**src/rtl/geiger_event_timestamper.sv**
```systemverilog
`timescale 1ns/1ps
`default_nettype none
// ============================================================================
// Module   : geiger_event_timestamper
// Purpose  : Synchronises the raw geiger tube pulse, detects rising edges and
//            stamps each event with the 48-bit mission time. Stamps are held
//            in a first-word-fall-through FIFO and offered on a valid/ready
//            port to the downstream packetiser.
// Ports    : CLK_1MHZ    in   1   system clock (1 MHz)
//            RESET       in   1   synchronous, active-high reset
//            GEIG_IN     in   1   raw tube pulse, asynchronous, >= 1 cycle wide
//            TIMESTAMP   in  48   mission time in us, same clock domain
//            TS_DATA     out 48   stamp at FIFO head (0 while empty)
//            TS_VALID    out  1   FIFO non-empty
//            TS_READY    in   1   consumer accepts TS_DATA this cycle
//            FILL_LEVEL  out  7   entries held, 0..FIFO_DEPTH
//            DROP_CNT    out 16   events lost to a full FIFO, saturating
// Config   : define GEIG_DEADTIME_EN to ignore edges for DEADTIME_CYC cycles
//            after every accepted or dropped event.
// Revision : 1.0 - initial release
// ============================================================================
module geiger_event_timestamper #(
    parameter int FIFO_DEPTH   = 8,
    parameter int DEADTIME_CYC = 50
) (
    input  logic        CLK_1MHZ,
    input  logic        RESET,
    input  logic        GEIG_IN,
    input  logic [47:0] TIMESTAMP,
    output logic [47:0] TS_DATA,
    output logic        TS_VALID,
    input  logic        TS_READY,
    output logic [6:0]  FILL_LEVEL,
    output logic [15:0] DROP_CNT
);

    localparam int         c_ptr_w = $clog2(FIFO_DEPTH);
    localparam logic [6:0] c_depth = 7'(FIFO_DEPTH);

    if (FIFO_DEPTH < 2 || FIFO_DEPTH > 64 || (FIFO_DEPTH & (FIFO_DEPTH - 1)) != 0 ||
        DEADTIME_CYC < 1) begin : g_param_check
        $error("geiger_event_timestamper: FIFO_DEPTH must be a power of two in 2..64, DEADTIME_CYC >= 1");
    end

    // ------------------------------------------------------------------
    // Synchroniser and edge detector
    // ------------------------------------------------------------------
    logic       r_sync1;
    logic       r_sync2;
    logic       r_prev;
    logic [1:0] r_sync_vld;
    logic       w_edge;
    logic       w_event;

    // The synchroniser restarts from 0 after reset, so for the first two
    // cycles r_sync2 does not reflect the pin. r_prev is held at 1 until the
    // pipeline carries real samples; the first real sample becomes the
    // baseline, which keeps a pin held high across reset from being seen
    // as a fresh rising edge.
    always_ff @(posedge CLK_1MHZ) begin
        if (RESET) begin
            r_sync1    <= 1'b0;
            r_sync2    <= 1'b0;
            r_prev     <= 1'b1;
            r_sync_vld <= 2'b00;
        end else begin
            r_sync1    <= GEIG_IN;
            r_sync2    <= r_sync1;
            r_sync_vld <= {r_sync_vld[0], 1'b1};
            r_prev     <= r_sync_vld[1] ? r_sync2 : 1'b1;
        end
    end

    assign w_edge = r_sync2 & ~r_prev;

    // ------------------------------------------------------------------
    // Optional dead time after each event
    // ------------------------------------------------------------------
`ifdef GEIG_DEADTIME_EN
    localparam int c_dead_w = $clog2(DEADTIME_CYC + 1);
    logic [c_dead_w-1:0] r_dead_cnt;

    // Loaded with DEADTIME_CYC-1 in the event cycle, so edges in the next
    // DEADTIME_CYC-1 cycles are swallowed and one arriving exactly
    // DEADTIME_CYC cycles later sees a zero count and is accepted.
    always_ff @(posedge CLK_1MHZ) begin
        if (RESET) begin
            r_dead_cnt <= '0;
        end else if (w_event) begin
            r_dead_cnt <= c_dead_w'(DEADTIME_CYC - 1);
        end else if (r_dead_cnt != '0) begin
            r_dead_cnt <= r_dead_cnt - 1'b1;
        end
    end

    assign w_event = w_edge & (r_dead_cnt == '0);
`else
    assign w_event = w_edge;
`endif

    // ------------------------------------------------------------------
    // Stamp FIFO (first-word-fall-through)
    // ------------------------------------------------------------------
    logic [47:0]        r_mem [FIFO_DEPTH];
    logic [c_ptr_w-1:0] r_wr_ptr;
    logic [c_ptr_w-1:0] r_rd_ptr;
    logic [6:0]         r_count;
    logic [15:0]        r_drop_cnt;
    logic               w_empty;
    logic               w_full;
    logic               w_pop;
    logic               w_push;
    logic               w_drop;

    assign w_empty = (r_count == 7'd0);
    assign w_full  = (r_count == c_depth);
    assign w_pop   = ~w_empty & TS_READY;
    // A full FIFO still accepts an event when the head leaves this cycle;
    // the write then lands in the slot the pop frees.
    assign w_push  = w_event & (~w_full | w_pop);
    assign w_drop  = w_event & w_full & ~w_pop;

    always_ff @(posedge CLK_1MHZ) begin
        if (w_push) begin
            r_mem[r_wr_ptr] <= TIMESTAMP;
        end
    end

    // Pointers wrap naturally because FIFO_DEPTH is a power of two.
    always_ff @(posedge CLK_1MHZ) begin
        if (RESET) begin
            r_wr_ptr   <= '0;
            r_rd_ptr   <= '0;
            r_count    <= 7'd0;
            r_drop_cnt <= 16'd0;
        end else begin
            if (w_push) begin
                r_wr_ptr <= r_wr_ptr + 1'b1;
            end
            if (w_pop) begin
                r_rd_ptr <= r_rd_ptr + 1'b1;
            end
            if (w_push && !w_pop) begin
                r_count <= r_count + 7'd1;
            end else if (!w_push && w_pop) begin
                r_count <= r_count - 7'd1;
            end
            if (w_drop && (r_drop_cnt != 16'hFFFF)) begin
                r_drop_cnt <= r_drop_cnt + 16'd1;
            end
        end
    end

    // Storage is not reset, so the head is masked to zero while empty.
    assign TS_DATA    = w_empty ? 48'd0 : r_mem[r_rd_ptr];
    assign TS_VALID   = ~w_empty;
    assign FILL_LEVEL = r_count;
    assign DROP_CNT   = r_drop_cnt;

endmodule
`default_nettype wire

```
**config.mk**
```make
export PLATFORM = sky130hd
export DESIGN_NAME = geiger_event_timestamper
export DESIGN_NICKNAME = d
export VERILOG_FILES = /design/src/rtl/geiger_event_timestamper.sv
export SDC_FILE = /design/constraint.sdc
export NUM_CORES = 1
export LEC_CHECK = 0
export BUFFER_PORTS_ARGS = -buffer_cell sky130_fd_sc_hd__buf_2
export CAP_MARGIN = 20
export CELL_PAD_IN_SITES_DETAIL_PLACEMENT = 1
export CELL_PAD_IN_SITES_GLOBAL_PLACEMENT = 1
export CORE_ASPECT_RATIO = 0.5
export CORE_MARGIN = 8
export CORE_UTILIZATION = 38
export DETAILED_ROUTE_END_ITERATION = 7
export PLACE_DENSITY = 0.59
export SLEW_MARGIN = 20
export SYNTH_ARGS = -nofsm -noshare
export SYNTH_HDL_FRONTEND = slang
export SYNTH_SLANG_ARGS = --single-unit
export TNS_END_PERCENT = 10
```
**constraint.sdc**
```tcl
create_clock -name CLK_1MHZ -period 11.7 [get_ports CLK_1MHZ]
set_clock_uncertainty 0.1 [all_clocks]
set_input_delay 2.34 -clock CLK_1MHZ [delete_from_list [all_inputs] [get_ports CLK_1MHZ]]
set_output_delay 2.34 -clock CLK_1MHZ [all_outputs]
set_load 0.03 [all_outputs]
```
==> impl_summary.md <==
Run status
The run finished with clean final reports.

Die
The floorplan step defined a core boundary enclosing 42240 sq um. The floorplan has 53 rows. The die covers 50350 sq um. The floorplan step set the die width to 309.4 um. The height of the die is 162.7 um. The effective utilization at floorplan is 0.3873. 124 I/O pins were placed.

Critical path
The kind of capture point of the worst setup path is a primary output. Data on the critical path is required at its endpoint by 9260 ps. The cell repeated most along the worst path is sky130_fd_sc_hd__buf_4. The signal on the critical path passes through buf_4 -> buf_4 -> mux4_2 -> mux2i_1 -> nor2_1 -> buf_2. For the worst setup path, the data arrival time is 3760 ps. The worst setup path is of the register to primary output kind. STA classifies the critical path startpoint as a register. The slowest stage of the critical path belongs to the cell sky130_fd_sc_hd__dfxtp_4. The highest cell delay on the worst timing path is 760 ps. In this run the worst path has a maximum fanout of 34.

Clock tree
The clock transition at the register clock pins on the worst setup and hold paths after CTS is 60 ps. In this run the clock root is driven by a sky130_fd_sc_hd__clkbuf_16. The number of clock buffers added by TritonCTS is 39. Gates resized during post-CTS repair numbered 0. The clock latency on the worst-skew pair is 530 ps. TritonCTS built the clock tree. Counting along the longest clock path gives a buffer depth of 3. In this run the post-CTS setup repair buffer count came out at 0. The number of buffers inserted by hold repair at cts is 0. The H-tree was split into 2 levels.

The number of sinks on the clock net is 421.

Run
The count of max-cap constraint violations is 0.

Yosys
The synthesized net count is 885. The area share of the largest cell type after synthesis is 0.7048. During synthesis, Yosys emitted a total of 0 warnings. In this run, synthesis produced a sequential element count of 421. The post-synthesis cell count is 822.

For this run, the register share of the synthesized area comes to 0.7501. After synthesis, the netlist uses 43 different library cells. The average size of a mapped cell is 19.90 sq um. Of all cell types, the one taking the most synthesized area is sky130_fd_sc_hd__edfxtp_1. The cell area that synthesis handed to floorplanning was 16360 sq um. By area the synthesized netlist is led by sky130_fd_sc_hd__edfxtp_1 70%, sky130_fd_sc_hd__mux4_2 13%, sky130_fd_sc_hd__dfxtp_1 4.5%.

Timing
The part of the cycle the worst path needs is 0.5296. The tightest slew margin relative to the limit is 0.2629. Subtracting the final worst setup slack from the clock period gives 6197 ps.

Timing would allow up to 0.1614 GHz. The final worst setup slack is 5503 ps. The final hold violation count was 0. Setup violations remaining at the end of the flow were counted as 0. For the pin with the worst max-slew slack, the measured transition is 1106 ps. The final count of pins violating max slew came to 0. In the final timing run, aggregate negative setup slack is 0 ps.

Setup repair after global routing left no endpoint under its margin.

Finish
The final net count is 1026. The area growth from synthesis to layout is 16.75%. Of the cells placed in the final design, the portion with a size suffix greater than 1 is 0.3185. The final-layout fill cell count is 3994.

Detailed routing
In the routed design, unresolved DRC markers number 0. The average detailed-routed wire length per instance is 23.06 um. The sum of routed wire length over all layers is 36130 um. Using the TritonRoute via totals, the vias-per-cell ratio works out to 5.108. The pre-antenna-repair detailed-routing pass consisted of 4 iterations. In this run the remaining antenna-violating nets after routing total 0. The number of DRC markers after the initial detailed-route iteration is 578.

For this block, the via count after detailed routing is 8004.

Global routing
The global-route usage over all layers is 0.1437. The initial antenna violation count is 1. The via count of the first global-routing pass was 8899. The total overflow left after global routing is 0. Entering global routing, the biggest net connects 58 pins. The first global-routing pass estimated 55500 um of wire.

Power
VDD sags by at most 0.09249 mV. The ratio of total power to cell area is 215.9 nW/um^2. The leakage power of the design is 6.165 nW.

Placement
Timing analysis after detailed placement gives a worst setup slack of 5881 ps. The HPWL after detailed placement is 20280 um. At the end of routability-driven placement, the weighted congestion stood at 0.7043. Input and output buffers added on the ports amount to 123.

Hold path
The worst min-delay path class is register to register.
-- state kept, by name (all words and copies together), names as in the netlist, named ones only --
signal / flops
r_prev: 1
r_wr_ptr: 3
r_rd_ptr: 3
r_sync_vld: 2
r_sync2: 1
r_sync1: 1
FILL_LEVEL: 7
DROP_CNT: 16
r_mem: 384
-- path summary, 6_finish.rpt --
kind,from,endpoint,slack (ps),depth (start not counted)
setup / recovery,register,TS_DATA[41],5500,6
hold / removal,r_sync_vld[1],r_prev,270,1
setup reg to reg,FILL_LEVEL[0],FILL_LEVEL[6],7870,12
hold reg to reg,r_sync_vld[1],r_prev,270,1
-- cell usage after synthesis --
| library cell | n |
|---|---|
| sky130_fd_sc_hd__edfxtp_1 | 384 |
| sky130_fd_sc_hd__mux4_2 | 96 |
| sky130_fd_sc_hd__nor2_1 | 73 |
| sky130_fd_sc_hd__mux2i_1 | 51 |
| sky130_fd_sc_hd__dfxtp_1 | 37 |
| sky130_fd_sc_hd__clkbuf_1 | 28 |
| sky130_fd_sc_hd__nand2_1 | 20 |
| sky130_fd_sc_hd__xnor2_1 | 14 |
| sky130_fd_sc_hd__nor3_1 | 13 |
| sky130_fd_sc_hd__ha_1 | 10 |
| sky130_fd_sc_hd__nand3_1 | 10 |
| sky130_fd_sc_hd__buf_2 | 9 |
| sky130_fd_sc_hd__a21oi_1 | 8 |
| sky130_fd_sc_hd__buf_1 | 6 |
| sky130_fd_sc_hd__xor2_1 | 6 |
| sky130_fd_sc_hd__inv_1 | 5 |
| sky130_fd_sc_hd__nor4_1 | 5 |
| sky130_fd_sc_hd__o21ai_0 | 5 |
| sky130_fd_sc_hd__nand4_1 | 4 |
| sky130_fd_sc_hd__nor2b_1 | 4 |
| sky130_fd_sc_hd__nor4b_1 | 4 |
| sky130_fd_sc_hd__nor3b_1 | 3 |
| sky130_fd_sc_hd__or3_1 | 3 |
| sky130_fd_sc_hd__a211o_1 | 2 |
| sky130_fd_sc_hd__a211oi_1 | 2 |
| sky130_fd_sc_hd__and3_1 | 2 |
| sky130_fd_sc_hd__and4b_1 | 2 |
| sky130_fd_sc_hd__a21o_1 | 1 |
| sky130_fd_sc_hd__a21o_2 | 1 |
| sky130_fd_sc_hd__a311oi_1 | 1 |
| sky130_fd_sc_hd__a31o_2 | 1 |
| sky130_fd_sc_hd__and2_2 | 1 |
| sky130_fd_sc_hd__and4_1 | 1 |
| sky130_fd_sc_hd__fa_1 | 1 |
| sky130_fd_sc_hd__nand2b_1 | 1 |
| sky130_fd_sc_hd__nand3b_1 | 1 |
| sky130_fd_sc_hd__nand4_2 | 1 |
| sky130_fd_sc_hd__nor4_4 | 1 |
| sky130_fd_sc_hd__nor4b_4 | 1 |
| sky130_fd_sc_hd__o211ai_1 | 1 |
| sky130_fd_sc_hd__o31ai_1 | 1 |
| sky130_fd_sc_hd__or2_4 | 1 |
| sky130_fd_sc_hd__or4_1 | 1 |
-- area by class of cell --
| class | count | area (sq um) | share of cell area |
|---|---|---|---|
| clock buffers | 45 | 1030 | 0.05391 |
| diodes | 1 | 2.502 | 0.0001310 |
| clock inverters | 22 | 321.6 | 0.01683 |
| flip-flops and latches | 421 | 12280 | 0.6431 |
| multi-input cells | 353 | 3958 | 0.2072 |
| inverters | 5 | 18.77 | 0.0009826 |
| repair buffers | 143 | 765.7 | 0.04009 |
| well taps | 577 | 721.9 | 0.03780 |
-- logic make-up after synthesis --
group                    after synthesis  share of synthesized area
flip-flops                           421                     0.7501
AND/OR/NAND/NOR                      152                    0.04634
multiplexers                         147                     0.1634
buffers and inverters                 48                    0.01170
AO/OA/AOI/OAI                         23                   0.008948
XOR/XNOR                              20                    0.01071
adder cells (fa/ha/maj)               11                   0.008871
-- through the flow --
step / hold WS (ps) / std cells / util / cell area [sq um] / total power [mW]
4_1_cts: 271.6 / 1566 / 0.4519 / 19090 / 4.200
2_1_floorplan: 243.4 / 822 / - / 16360 / 2.510
5_1_grt: 290.8 / 1567 / 0.4522 / 19100 / 4.308
3_3_place_gp: 248.7 / 1499 / 0.4199 / 17740 / 2.825
6_report: 266.3 / 1567 / 0.4522 / 19100 / 4.123
3_5_place_dp: 254.8 / 1499 / 0.4199 / 17740 / 2.835
-- power by group --
part	leakage [nW]	switching (mW)	internal [mW]
sequential	3.75	0.0622	1.66
clock	0.662	0.548	0.808
combinational	1.75	0.659	0.390
-- layer usage --
metal,GRT usage,vias to the layer above,share of wire
li1,-,3595,-
met1,0.1803,4266,0.43
met2,0.2592,100,0.52
met3,0.02673,43,0.032
met4,0.03080,0,0.016
met5,0,-,0
-- critical path: cells and delay by family, from the launching register on --
kind,cells,cell delay [ps]
buffers and inverters,3,1550
flip-flops,1,760
AND/OR/NAND/NOR,1,60
multiplexers,2,800
-- layout by cell type (no fill, tap or decap), types with 6 or more instances in the layout --
cell type,count
sky130_fd_sc_hd__edfxtp_1,384
sky130_fd_sc_hd__buf_2,123
sky130_fd_sc_hd__mux4_2,96
sky130_fd_sc_hd__nor2_1,72
sky130_fd_sc_hd__mux2i_1,51
sky130_fd_sc_hd__clkbuf_16,40
sky130_fd_sc_hd__dfxtp_1,34
sky130_fd_sc_hd__nand2_1,20
sky130_fd_sc_hd__buf_4,20
sky130_fd_sc_hd__xnor2_1,14
sky130_fd_sc_hd__nor3_1,10
sky130_fd_sc_hd__nand3_1,10
sky130_fd_sc_hd__ha_1,10
sky130_fd_sc_hd__a21oi_1,8
sky130_fd_sc_hd__bufinv_16,8
sky130_fd_sc_hd__xor2_1,6
sky130_fd_sc_hd__clkinv_1,6
(Power assumes the default switching activity.)
